===== config.mk =====
export PLATFORM = sky130hd
export DESIGN_NAME = serv_dbus_axi_bridge
export DESIGN_NICKNAME = d
export VERILOG_FILES = /design/src/rtl/serv_dbus_axi_bridge.sv
export SDC_FILE = /design/constraint.sdc
export NUM_CORES = 1
export LEC_CHECK = 0
export BUFFER_PORTS_ARGS = -buffer_cell sky130_fd_sc_hd__clkbuf_2
export CAP_MARGIN = 20
export CORE_AREA = 3 3 112 114
export CTS_BUF_LIST = sky130_fd_sc_hd__clkbuf_4 sky130_fd_sc_hd__clkbuf_8
export CTS_CLUSTER_SIZE = 8
export DETAILED_ROUTE_END_ITERATION = 10
export DIE_AREA = 0 0 115 117
export GPL_TIMING_DRIVEN = 0
export PLACE_DENSITY = 0.73
export SYNTH_ARGS = -nofsm -noshare
export SYNTH_HDL_FRONTEND = slang
export SYNTH_SLANG_ARGS = --single-unit

===== constraint.sdc =====
create_clock -name clk -period 2 [get_ports clk]
set_clock_uncertainty 0.05 [all_clocks]
set_input_delay 0.3 -clock clk [delete_from_list [all_inputs] [get_ports clk]]
set_output_delay 0.3 -clock clk [all_outputs]
set_load 0.05 [all_outputs]

===== src/rtl/serv_dbus_axi_bridge.sv =====
// rtl/serv_dbus_axi_bridge.sv - SERV Wishbone data bus to single-beat AXI4 master bridge
module serv_dbus_axi_bridge #(
    parameter int unsigned ID_WIDTH = 4,
    parameter int unsigned AXI_ID   = 0
) (
    input  logic                clk,
    input  logic                i_rst,

    input  logic [31:0]         i_wb_adr,
    input  logic [31:0]         i_wb_dat,
    input  logic [3:0]          i_wb_sel,
    input  logic                i_wb_we,
    input  logic                i_wb_cyc,
    output logic [31:0]         o_wb_rdt,
    output logic                o_wb_ack,
    output logic                o_bus_err,

    output logic [ID_WIDTH-1:0] m_axi_awid,
    output logic [31:0]         m_axi_awaddr,
    output logic [7:0]          m_axi_awlen,
    output logic [2:0]          m_axi_awsize,
    output logic [1:0]          m_axi_awburst,
    output logic [2:0]          m_axi_awprot,
    output logic                m_axi_awvalid,
    input  logic                m_axi_awready,

    output logic [31:0]         m_axi_wdata,
    output logic [3:0]          m_axi_wstrb,
    output logic                m_axi_wlast,
    output logic                m_axi_wvalid,
    input  logic                m_axi_wready,

    input  logic [1:0]          m_axi_bresp,
    input  logic                m_axi_bvalid,
    output logic                m_axi_bready,

    output logic [ID_WIDTH-1:0] m_axi_arid,
    output logic [31:0]         m_axi_araddr,
    output logic [7:0]          m_axi_arlen,
    output logic [2:0]          m_axi_arsize,
    output logic [1:0]          m_axi_arburst,
    output logic [2:0]          m_axi_arprot,
    output logic                m_axi_arvalid,
    input  logic                m_axi_arready,

    input  logic [31:0]         m_axi_rdata,
    input  logic [1:0]          m_axi_rresp,
    input  logic                m_axi_rlast,
    input  logic                m_axi_rvalid,
    output logic                m_axi_rready
);

    typedef enum logic [2:0] {
        S_IDLE,
        S_WADDR_DATA,
        S_WRESP,
        S_RADDR,
        S_RDATA,
        S_ACK
    } state_t;

    state_t      r_state;
    state_t      w_state;

    logic [31:0] r_addr,    w_addr;
    logic [31:0] r_wdata,   w_wdata;
    logic [3:0]  r_wstrb,   w_wstrb;
    logic        r_awvalid, w_awvalid;
    logic        r_wvalid,  w_wvalid;
    logic        r_bready,  w_bready;
    logic        r_arvalid, w_arvalid;
    logic        r_rready,  w_rready;
    logic        r_ack,     w_ack;
    logic        r_err,     w_err;
    logic [31:0] r_rdt,     w_rdt;

    // Single beat only, word aligned; rlast is implied and the low address bits are dropped.
    logic w_unused;
    assign w_unused = &{1'b0, m_axi_rlast, i_wb_adr[1:0]};

    // Register update: every output of the bridge comes straight from a flop.
    always_ff @(posedge clk) begin
        if (i_rst) begin
            r_state   <= S_IDLE;
            r_addr    <= '0;
            r_wdata   <= '0;
            r_wstrb   <= '0;
            r_awvalid <= 1'b0;
            r_wvalid  <= 1'b0;
            r_bready  <= 1'b0;
            r_arvalid <= 1'b0;
            r_rready  <= 1'b0;
            r_ack     <= 1'b0;
            r_err     <= 1'b0;
            r_rdt     <= '0;
        end else begin
            r_state   <= w_state;
            r_addr    <= w_addr;
            r_wdata   <= w_wdata;
            r_wstrb   <= w_wstrb;
            r_awvalid <= w_awvalid;
            r_wvalid  <= w_wvalid;
            r_bready  <= w_bready;
            r_arvalid <= w_arvalid;
            r_rready  <= w_rready;
            r_ack     <= w_ack;
            r_err     <= w_err;
            r_rdt     <= w_rdt;
        end
    end

    // Next-state and next-output logic; ack/err default low so they are single-cycle pulses.
    always_comb begin
        w_state   = r_state;
        w_addr    = r_addr;
        w_wdata   = r_wdata;
        w_wstrb   = r_wstrb;
        w_awvalid = r_awvalid;
        w_wvalid  = r_wvalid;
        w_bready  = r_bready;
        w_arvalid = r_arvalid;
        w_rready  = r_rready;
        w_ack     = 1'b0;
        w_err     = 1'b0;
        w_rdt     = r_rdt;

        case (r_state)
            S_IDLE: begin
                if (i_wb_cyc) begin
                    w_addr  = {i_wb_adr[31:2], 2'b00};
                    w_wdata = i_wb_dat;
                    w_wstrb = i_wb_sel;
                    if (i_wb_we) begin
                        w_state   = S_WADDR_DATA;
                        w_awvalid = 1'b1;
                        w_wvalid  = 1'b1;
                    end else begin
                        w_state   = S_RADDR;
                        w_arvalid = 1'b1;
                    end
                end
            end

            S_WADDR_DATA: begin
                // Address and data channels retire independently.
                w_awvalid = r_awvalid & ~m_axi_awready;
                w_wvalid  = r_wvalid  & ~m_axi_wready;
                if (!w_awvalid && !w_wvalid) begin
                    w_state  = S_WRESP;
                    w_bready = 1'b1;
                end
            end

            S_WRESP: begin
                if (m_axi_bvalid) begin
                    w_state  = S_ACK;
                    w_bready = 1'b0;
                    w_ack    = 1'b1;
                    w_err    = (m_axi_bresp != 2'b00);
                end
            end

            S_RADDR: begin
                if (m_axi_arready) begin
                    w_state   = S_RDATA;
                    w_arvalid = 1'b0;
                    w_rready  = 1'b1;
                end
            end

            S_RDATA: begin
                if (m_axi_rvalid) begin
                    w_state  = S_ACK;
                    w_rready = 1'b0;
                    w_ack    = 1'b1;
                    w_err    = (m_axi_rresp != 2'b00);
                    w_rdt    = m_axi_rdata;
                end
            end

            // Guard cycle: cyc is still high here and must not start a new access.
            S_ACK: begin
                w_state = S_IDLE;
            end

            default: begin
                w_state = S_IDLE;
            end
        endcase
    end

    assign o_wb_rdt      = r_rdt;
    assign o_wb_ack      = r_ack;
    assign o_bus_err     = r_err;

    assign m_axi_awid    = ID_WIDTH'(AXI_ID);
    assign m_axi_awaddr  = r_addr;
    assign m_axi_awlen   = 8'd0;
    assign m_axi_awsize  = 3'b010;
    assign m_axi_awburst = 2'b01;
    assign m_axi_awprot  = 3'b000;
    assign m_axi_awvalid = r_awvalid;

    assign m_axi_wdata   = r_wdata;
    assign m_axi_wstrb   = r_wstrb;
    assign m_axi_wlast   = 1'b1;
    assign m_axi_wvalid  = r_wvalid;

    assign m_axi_bready  = r_bready;

    assign m_axi_arid    = ID_WIDTH'(AXI_ID);
    assign m_axi_araddr  = r_addr;
    assign m_axi_arlen   = 8'd0;
    assign m_axi_arsize  = 3'b010;
    assign m_axi_arburst = 2'b01;
    assign m_axi_arprot  = 3'b000;
    assign m_axi_arvalid = r_arvalid;

    assign m_axi_rready  = r_rready;

endmodule


# Word level (Yosys, flattened, before mapping)
# Index checks and enable logic that the tools add are counted.
# word_totals
ff_bits	108
inputBits	114
out_inout_bits	180
elab_cells	71
# op_classes
n_eq_ne	11
mux	27
bitwise_logic	4
n_reduce_logical	17
# ops
cell	n
3-bit 2-to-1 mux	5
3-bit case mux with 5 select lines	1
2-bit inequality test, second input constant	7
1-bit case mux with 2 select lines	7
1-bit 2-to-1 mux	13
2-bit nonzero test	6
3-bit AND reduction	3
3-bit by 2-bit == test with 1-bit output, second input constant	2
5-bit AND reduction	1
2-bit AND reduction	2
4-bit AND reduction	1
3-bit by 1-bit == test with 1-bit output, second input constant	1
3-bit == test, second input constant	1
3-bit zero test	1
1-bit AND	2
1-bit zero test	2
2-bit 2-to-1 mux	1
1-bit inverter	2
1-bit logical AND	1

# Depth between registers and ports, before layout
# Gate-level depths: netlist of the first run.
# logic_depth
depth_word	6
depth_mapped	7
ltp_nobuf	4

# Worst setup path before layout of the first run
# Ideal clock, no wire load.
# synth_timing
path_kind	reg-to-reg
start	register r_state[2]
end	register r_arvalid, in the netlist m_axi_arvalid
setup_time_ns	0.088
t_arrival_ns	1.445
t_required_ns	1.862
setup_slack_ns	0.417
path_stages_with_launch	7
n_path_buf	2
period_less_slack_ns	1.583
cell_sequence	dfxtp_1 or4b_1 clkbuf_1 buf_6 nor2_2 nor2_1 a311oi_2
# synth_via
elab_chain_cells	3
# synth_lines
item	line	rtl
from (decl)	62	state_t r_state;
from (signal assigned)	97	r_state <= w_state;
3-bit by 2-bit == test with 1-bit output or 3-bit zero test (tied branches)	127	case (r_state)
2-bit inequality test (no line) or 2-bit nonzero test (tied branches)	n/a	
4-bit AND reduction (no line)	n/a	
to (signal assigned)	104	r_arvalid <= w_arvalid;
to (decl)	71	logic r_arvalid, w_arvalid;
# Several ways; a longest one is shown, not always the timed one.
# A chain may end at the register's enable or synchronous reset.

# Final worst setup path of the first run
# layout_timing
start	register r_state[1]
end	register r_addr[10], in the netlist m_axi_araddr[10]
# layout_via
elab_chain_cells	2
# layout_lines
item	line	rtl
3-bit zero test	127	
2-bit AND reduction (no line)	n/a	
to (signal assigned)	98	r_addr <= w_addr;
to (decl)	65	logic [31:0] r_addr, w_addr;
# Every way passes these cells.

==> results.ini, run 1 <==
[cells_and_area]
drive_gt1_share_pct = 40.8
final_core_utilization_pct = 53.8
nets = 981
fillers = 1159
final_cell_count_no_fill = 1015
area_growth_pct = 39.6
antennaDiodeCount = 0

[floorplanning]
die_y_um = 117
dieArea_um2 = 13500
ioPinCount = 294
dieWidth_um = 115
core-area_um2 = 11500
start_util_pct = 38.5
num_rows = 39

[pwr]
powerDensity_nw_per_um2 = 1310
ir_drop_uv = 529
p_leak_nw = 3.12

[cts]
cts.sinks = 108
clkTransAtPathRegs_ps = 110
numCtsBuffers = 9
cts_root_buf = clkbuf_8
h-tree-depth = 3
clock_path_buffers = 2
cts_tree = yes
cts_hold_buffers = 0
cts_resized = 0
cts_setup_buffers = 0
clock_latency_ps = 350

[detailed_routing]
first_iter_violations = 181
dr.pass1.iters = 4
num_vias = 4393
drcViolationCount = 0
ant_nets = 0
wl_per_cell_um = 12.2
wirelength_um = 12400
via_per_inst = 4.33

[placement]
place_congestion = 0.802
place_hpwl_um = 9930
io_buffers = 245
dp_cells = 999

[timing]
max_freq_mhz = 553
setup_viol = 0
finalCritPeriodShare_pct = 90.4
slew_violations = 0
final.min_clock_period_ps = 1810
hold_viol = 0
worst_pin_slew_ps = 676
hold_slack_ps = 98.4
tns_ps = 0
grt_setup_unrepaired = no
max_slew_margin_pct = 54.9

[run_status]
status = finished clean

[synth]
ys_ff_latch = 108
yosysWarnings = 0
syn_avg_cell_area_um2 = 7.82
synth_top_family_by_area = simple AND/OR/NAND/NOR gates
async_reset_ff_share_pct = 0
syn_inst = 568
syn_area_um2 = 4440
synth_compound_area_share_pct = 13.9
synth_edf_count = 0
synthAdderAreaFrac_pct = 0
synth_ff_type = dfxtp_1
muxShareOfSynthArea_pct = 0.451
synth.distinct_cells = 28
yosys.area_share.simple_pct = 20.1
ys_seq_area_share_pct = 48.7
synth-xor-area-share_pct = 0

[grt]
overflow = 0
grt_pass1_wl_um = 18400
grt_pass1_vias = 3749
antenna_found_initial = 0
track_usage_pct = 17.0
grt_max_degree = 19

[critical_path]
path_class = reg2reg
r2r_slack_ps = 190
crit_arrival_ps = 2040
cp-end-kind = flop
critPathRequiredTime_ps = 2230
critPathMaxFanout = 10
cp-start-kind = flop
r2r_start = r_state[1]$_SDFFE_PP0P_
reg2reg_to = m_axi_araddr[10]$_SDFFE_PP0P_
r2r_cells = 7

[worst_hold_path]
holdPathEnd = m_axi_wdata[17]$_SDFFE_PP0P_
holdPathStages = 3
hold_class = in2reg
hold_start = i_wb_dat[17]

[job]
cap_violations = 0

[cell usage in the layout, fill, tap and decap left out, types with 2 or more instances in the layout]
cell type / count
conb_1: 45
nor3_1: 2
nand2_1: 202
buf_4: 75
inv_1: 4
clkbuf_8: 10
nand3_1: 3
clkbuf_1: 20
mux2i_1: 2
inv_6: 2
clkbuf_4: 2
nor2_2: 2
dfxtp_1: 108
a311oi_2: 2
nor2b_1: 2
a21oi_1: 104
o21ai_0: 4
clkbuf_2: 245
and3_1: 2
nand2b_1: 2
buf_2: 14
nand3b_1: 2
a22o_1: 2
nor2_1: 5
[how the worst max path moves through the flow]
stage | start | end | slack [ps] | cells after the start
floorplan | r_state[2]$_SDFFE_PP0P_ | m_axi_arvalid$_SDFFE_PP0P_ | 420 | 6
global placement | i_rst | m_axi_araddr[2]$_SDFFE_PP0P_ | -220 | 5
detailed placement | i_rst | m_axi_wdata[19]$_SDFFE_PP0P_ | -250 | 5
CTS | r_state[1]$_SDFFE_PP0P_ | m_axi_araddr[10]$_SDFFE_PP0P_ | 60 | 7
global route | r_state[1]$_SDFFE_PP0P_ | m_axi_araddr[10]$_SDFFE_PP0P_ | 6 | 7
finish | r_state[1]$_SDFFE_PP0P_ | m_axi_araddr[10]$_SDFFE_PP0P_ | 190 | 7
[per-layer routing]
metal | share of wire (%) | routed length (um) | global-route usage [%]
met1 | 40 | 4950 | 19.9
met2 | 50 | 6210 | 30.0
met3 | 8.1 | 1000 | 4.94
met4 | 1.8 | 223 | 5.48
met5 | 0 | 0 | 0
[synth_stat cells (3+ instances only)]
cell | n | area (um^2)
clkbuf_1 | 20 | 75.1
o21ai_0 | 4 | 20.0
buf_2 | 15 | 75.1
nand3_1 | 3 | 15.0
inv_1 | 4 | 15.0
a21oi_1 | 104 | 521
nor2_1 | 6 | 22.5
dfxtp_1 | 108 | 2160
buf_4 | 75 | 563
nand2_1 | 202 | 758
[state kept, by name, summed over array words and instances, names as in the netlist]
signal and count:
m_axi_araddr 30, m_axi_arvalid 1, m_axi_awvalid 1, m_axi_bready 1, m_axi_rready 1, m_axi_wdata 32
m_axi_wstrb 4, m_axi_wvalid 1, o_bus_err 1, o_wb_ack 1, o_wb_rdt 32, r_state 3
[power by group]
group          switching (mW)  internal [mW]
clock network           0.748          0.521
logic                    3.01           1.06
registers               0.254           2.53
[worst max-delay path, cell delays in order (launching register included)]
cell      delay [ps]
dfxtp_1          420
nor2_2           200
and3_1           190
clkbuf_1         180
clkbuf_4         250
buf_2            240
nand2_1           90
a21oi_1          120
[cell families after synthesis]
kind of cell | count (synthesis)
other | 2
flip-flops | 108
buffers and inverters | 115
AO/OA/AOI/OAI | 116
AND/OR/NAND/NOR | 225
multiplexers | 2
[metrics by stage]
step | total power, mW | area (um^2) | worst slack, ps
finish | 8.13 | 6200 | 193
global route | 8.64 | 6200 | 5.93
CTS | 8.20 | 6190 | 62.5
detailed placement | 6.93 | 6010 | -254
global placement | 6.91 | 6010 | -221
floorplan | 6.00 | 4600 | 417
[final cells by class]
type	instances	area [um^2]	area share (%)
clock buffer	11	145	2.34
sequential	108	2160	34.9
tap	143	179	2.89
inverter	4	15.0	0.242
multi-input combinational	388	1700	27.5
clock inverter	5	42.5	0.686
timing repair buffer	245	1230	19.8
buffer	111	727	11.7
No activity file was read; power rests on OpenSTA's default activity.
==> run 2, diff against run 1 <==
--- a/config.mk
+++ b/config.mk
@@ -7,13 +7,15 @@
 export LEC_CHECK = 0
 export BUFFER_PORTS_ARGS = -buffer_cell sky130_fd_sc_hd__clkbuf_2
 export CAP_MARGIN = 20
-export CORE_AREA = 3 3 112 114
+export CORE_ASPECT_RATIO = 0.5
+export CORE_MARGIN = 3
+export CORE_UTILIZATION = 43
 export CTS_BUF_LIST = sky130_fd_sc_hd__clkbuf_4 sky130_fd_sc_hd__clkbuf_8
 export CTS_CLUSTER_SIZE = 8
 export DETAILED_ROUTE_END_ITERATION = 10
-export DIE_AREA = 0 0 115 117
 export GPL_TIMING_DRIVEN = 0
-export PLACE_DENSITY = 0.73
+export PLACE_DENSITY = 0.82
+export SLEW_MARGIN = 20
 export SYNTH_ARGS = -nofsm -noshare
 export SYNTH_HDL_FRONTEND = slang
 export SYNTH_SLANG_ARGS = --single-unit
==> run 2 against run 1 <==
  * Die area shrank 13%
  * Sequential power barely moved
  * Final cell count shrank 0.79%
  * Fmax fell by 1.4%
  * Combinational power barely moved
  * Sequential cell count unchanged
  * Setup slack lost 25 ps
  * Final area decreased by 0.32%
  * Via count grew 1.8%
  * Critical path depth did not move
  * First-iteration DRC count shrank 8.3%
  * Register-to-register slack got worse by 20 ps
==> results.ini, run 2 (synthesis gave the netlist of run 1 again) <==
[run_status]
status = finished clean

[cells_and_area]
drive_gt1_share_pct = 40.8  ; unchanged
nets = 981  ; unchanged
final_core_utilization_pct = 63.5  ; +9.7 points
antennaDiodeCount = 0  ; unchanged
seq_area_um2 = 2160  ; unchanged
area_growth_pct = 39.2
layout_commonest_cell = clkbuf_2
fillers = 880  ; -24%
final_cell_count_no_fill = 1007  ; -0.79%
mostFrequentLayoutCells = 245 x clkbuf_2, 202 x nand2_1, 108 x dfxtp_1
multi_input_area_um2 = 1700  ; unchanged
final_cell_area_um2 = 6180  ; -0.32%

[critical_path]
reg2reg_to = m_axi_araddr[29]$_SDFFE_PP0P_
r2r_slack_ps = 170  ; -20 ps
critPathMaxFanout = 10  ; unchanged
cp-start-kind = flop
r2r_cells = 7  ; unchanged
cp-end-kind = flop
r2r_start = r_state[2]$_SDFFE_PP0P_
crit_arrival_ps = 2060  ; +20 ps
critPathRequiredTime_ps = 2230  ; about the same
cp_cell_sequence = nor2_2, and3_1, clkbuf_1, clkbuf_4, buf_2, nand2_1, a21oi_1
path_class = reg2reg
max_stage_delay_ps = 390  ; -30 ps
slowest_stage = dfxtp_1

[placement]
place_congestion = 0.827  ; +3.1%
dp_cells = 991  ; -0.80%
io_buffers = 245  ; unchanged
placed_area_um2 = 6000  ; -0.17%
pre_cts_ws_ps = -76.5  ; +177 ps
place_hpwl_um = 10000  ; +1.1%

[timing]
hold_viol = 0  ; unchanged
finalCritPeriodShare_pct = 91.6  ; +1.2 points
slew_violations = 0  ; unchanged
max_freq_mhz = 546  ; -1.4%
grt_setup_unrepaired = no
timing.final.ws_setup_ps = 168  ; -24.9 ps
worst_pin_slew_ps = 622  ; -54.7 ps
setup_viol = 0  ; unchanged
hold_slack_ps = 111  ; +12.1 ps
max_slew_margin_pct = 58.6  ; +3.6 points
final.min_clock_period_ps = 1830  ; +24.9 ps
tns_ps = 0  ; unchanged

[pwr]
total_power_mw = 8.09  ; -0.41%
ir_drop_uv = 544  ; +2.9%
p_leak_nw = 3.12  ; about the same
powerDensity_nw_per_um2 = 1310  ; about the same

[detailed_routing]
first_iter_violations = 166  ; -8.3%
wl_per_cell_um = 12.4  ; +2.0%
ant_nets = 0  ; unchanged
num_vias = 4474  ; +1.8%
dr.pass1.iters = 4  ; unchanged
wirelength_um = 12500  ; +1.2%
drcViolationCount = 0  ; unchanged
via_per_inst = 4.44  ; +2.7%

[floorplanning]
dieArea_um2 = 11700  ; -13%
num_rows = 25  ; -36%
die_y_um = 77.8  ; -33%
core-area_um2 = 9730  ; -16%
ioPinCount = 294  ; unchanged
start_util_pct = 45.6  ; +7.1 points
dieWidth_um = 150  ; +30%

[cts]
cts.sinks = 108  ; unchanged
cts_resized = 0  ; unchanged
h-tree-depth = 3  ; unchanged
cts_root_buf = clkbuf_8
clkTransAtPathRegs_ps = 90  ; -20 ps
cts_setup_buffers = 0  ; unchanged
numCtsBuffers = 9  ; unchanged
clock_path_buffers = 2  ; unchanged
clock_latency_ps = 340  ; about the same
cts_hold_buffers = 0  ; unchanged
cts_tree = yes

[worst_hold_path]
holdPathEnd = o_wb_rdt[30]$_SDFFE_PP0P_
hold_start = m_axi_rdata[30]
hold_class = in2reg
holdPathStages = 3  ; unchanged

[job]
cap_violations = 0  ; unchanged

[grt]
overflow = 0  ; unchanged
grt_pass1_wl_um = 19500  ; +6.1%
track_usage_pct = 20.4  ; +3.4 points
grt_max_degree = 16  ; -3
antenna_found_initial = 0  ; unchanged
grt_pass1_vias = 4176  ; +11%

## run 2: cell types whose count changed in the layout (fill, tap and decap cells not counted)
cell,change
clkbuf_4,+3
inv_6,-2
clkinv_2,+1
clkinv_4,-1
inv_8,-1
## run 2: final cells by class
class	instances	area share (%)
plain buffers	111	11.8
clock buffers	14	2.71
clock inverters	2	0.162
inverters	4	0.243
multi-input cells	388	27.5
flip-flops and latches	108	35.0
well taps	135	2.73
repair buffers	245	19.8
## run 2: critical path: cells and delay by family (launching register included)
family,cells,cell delay (ps)
and+or+nand+nor,3,450
DFF,1,390
buffers and inverters,3,730
AOI/OAI and AO/OA,1,130
## run 2: routing by layer
metal	routed length [um]	global-route usage, %
met1	4980	22.9
met2	6350	38.2
met3	909	5.60
met4	288	5.66
met5	0	0
## run 2: worst max-delay path by stage
stage	start	endpoint	slack [ps]	cells after the start
floorplan	r_state[2]$_SDFFE_PP0P_	m_axi_arvalid$_SDFFE_PP0P_	420	6
global placement	i_rst	m_axi_wdata[17]$_SDFFE_PP0P_	-110	5
detailed placement	i_rst	o_wb_rdt[31]$_SDFFE_PP0P_	-80	5
CTS	r_state[1]$_SDFFE_PP0P_	m_axi_araddr[7]$_SDFFE_PP0P_	100	7
global route	r_state[2]$_SDFFE_PP0P_	o_wb_rdt[3]$_SDFFE_PP0P_	2	5
finish	r_state[2]$_SDFFE_PP0P_	m_axi_araddr[29]$_SDFFE_PP0P_	170	7
## run 2: where the power goes
| group | total [mW] | leakage [nW] | switching (mW) | internal, mW |
|---|---|---|---|---|
| Clock | 1.21 | 0.0981 | 0.673 | 0.542 |
| Sequential | 2.80 | 0.880 | 0.263 | 2.53 |
| Combinational | 4.08 | 2.14 | 3.02 | 1.06 |
| Total | 8.09 | 3.12 | 3.95 | 4.14 |
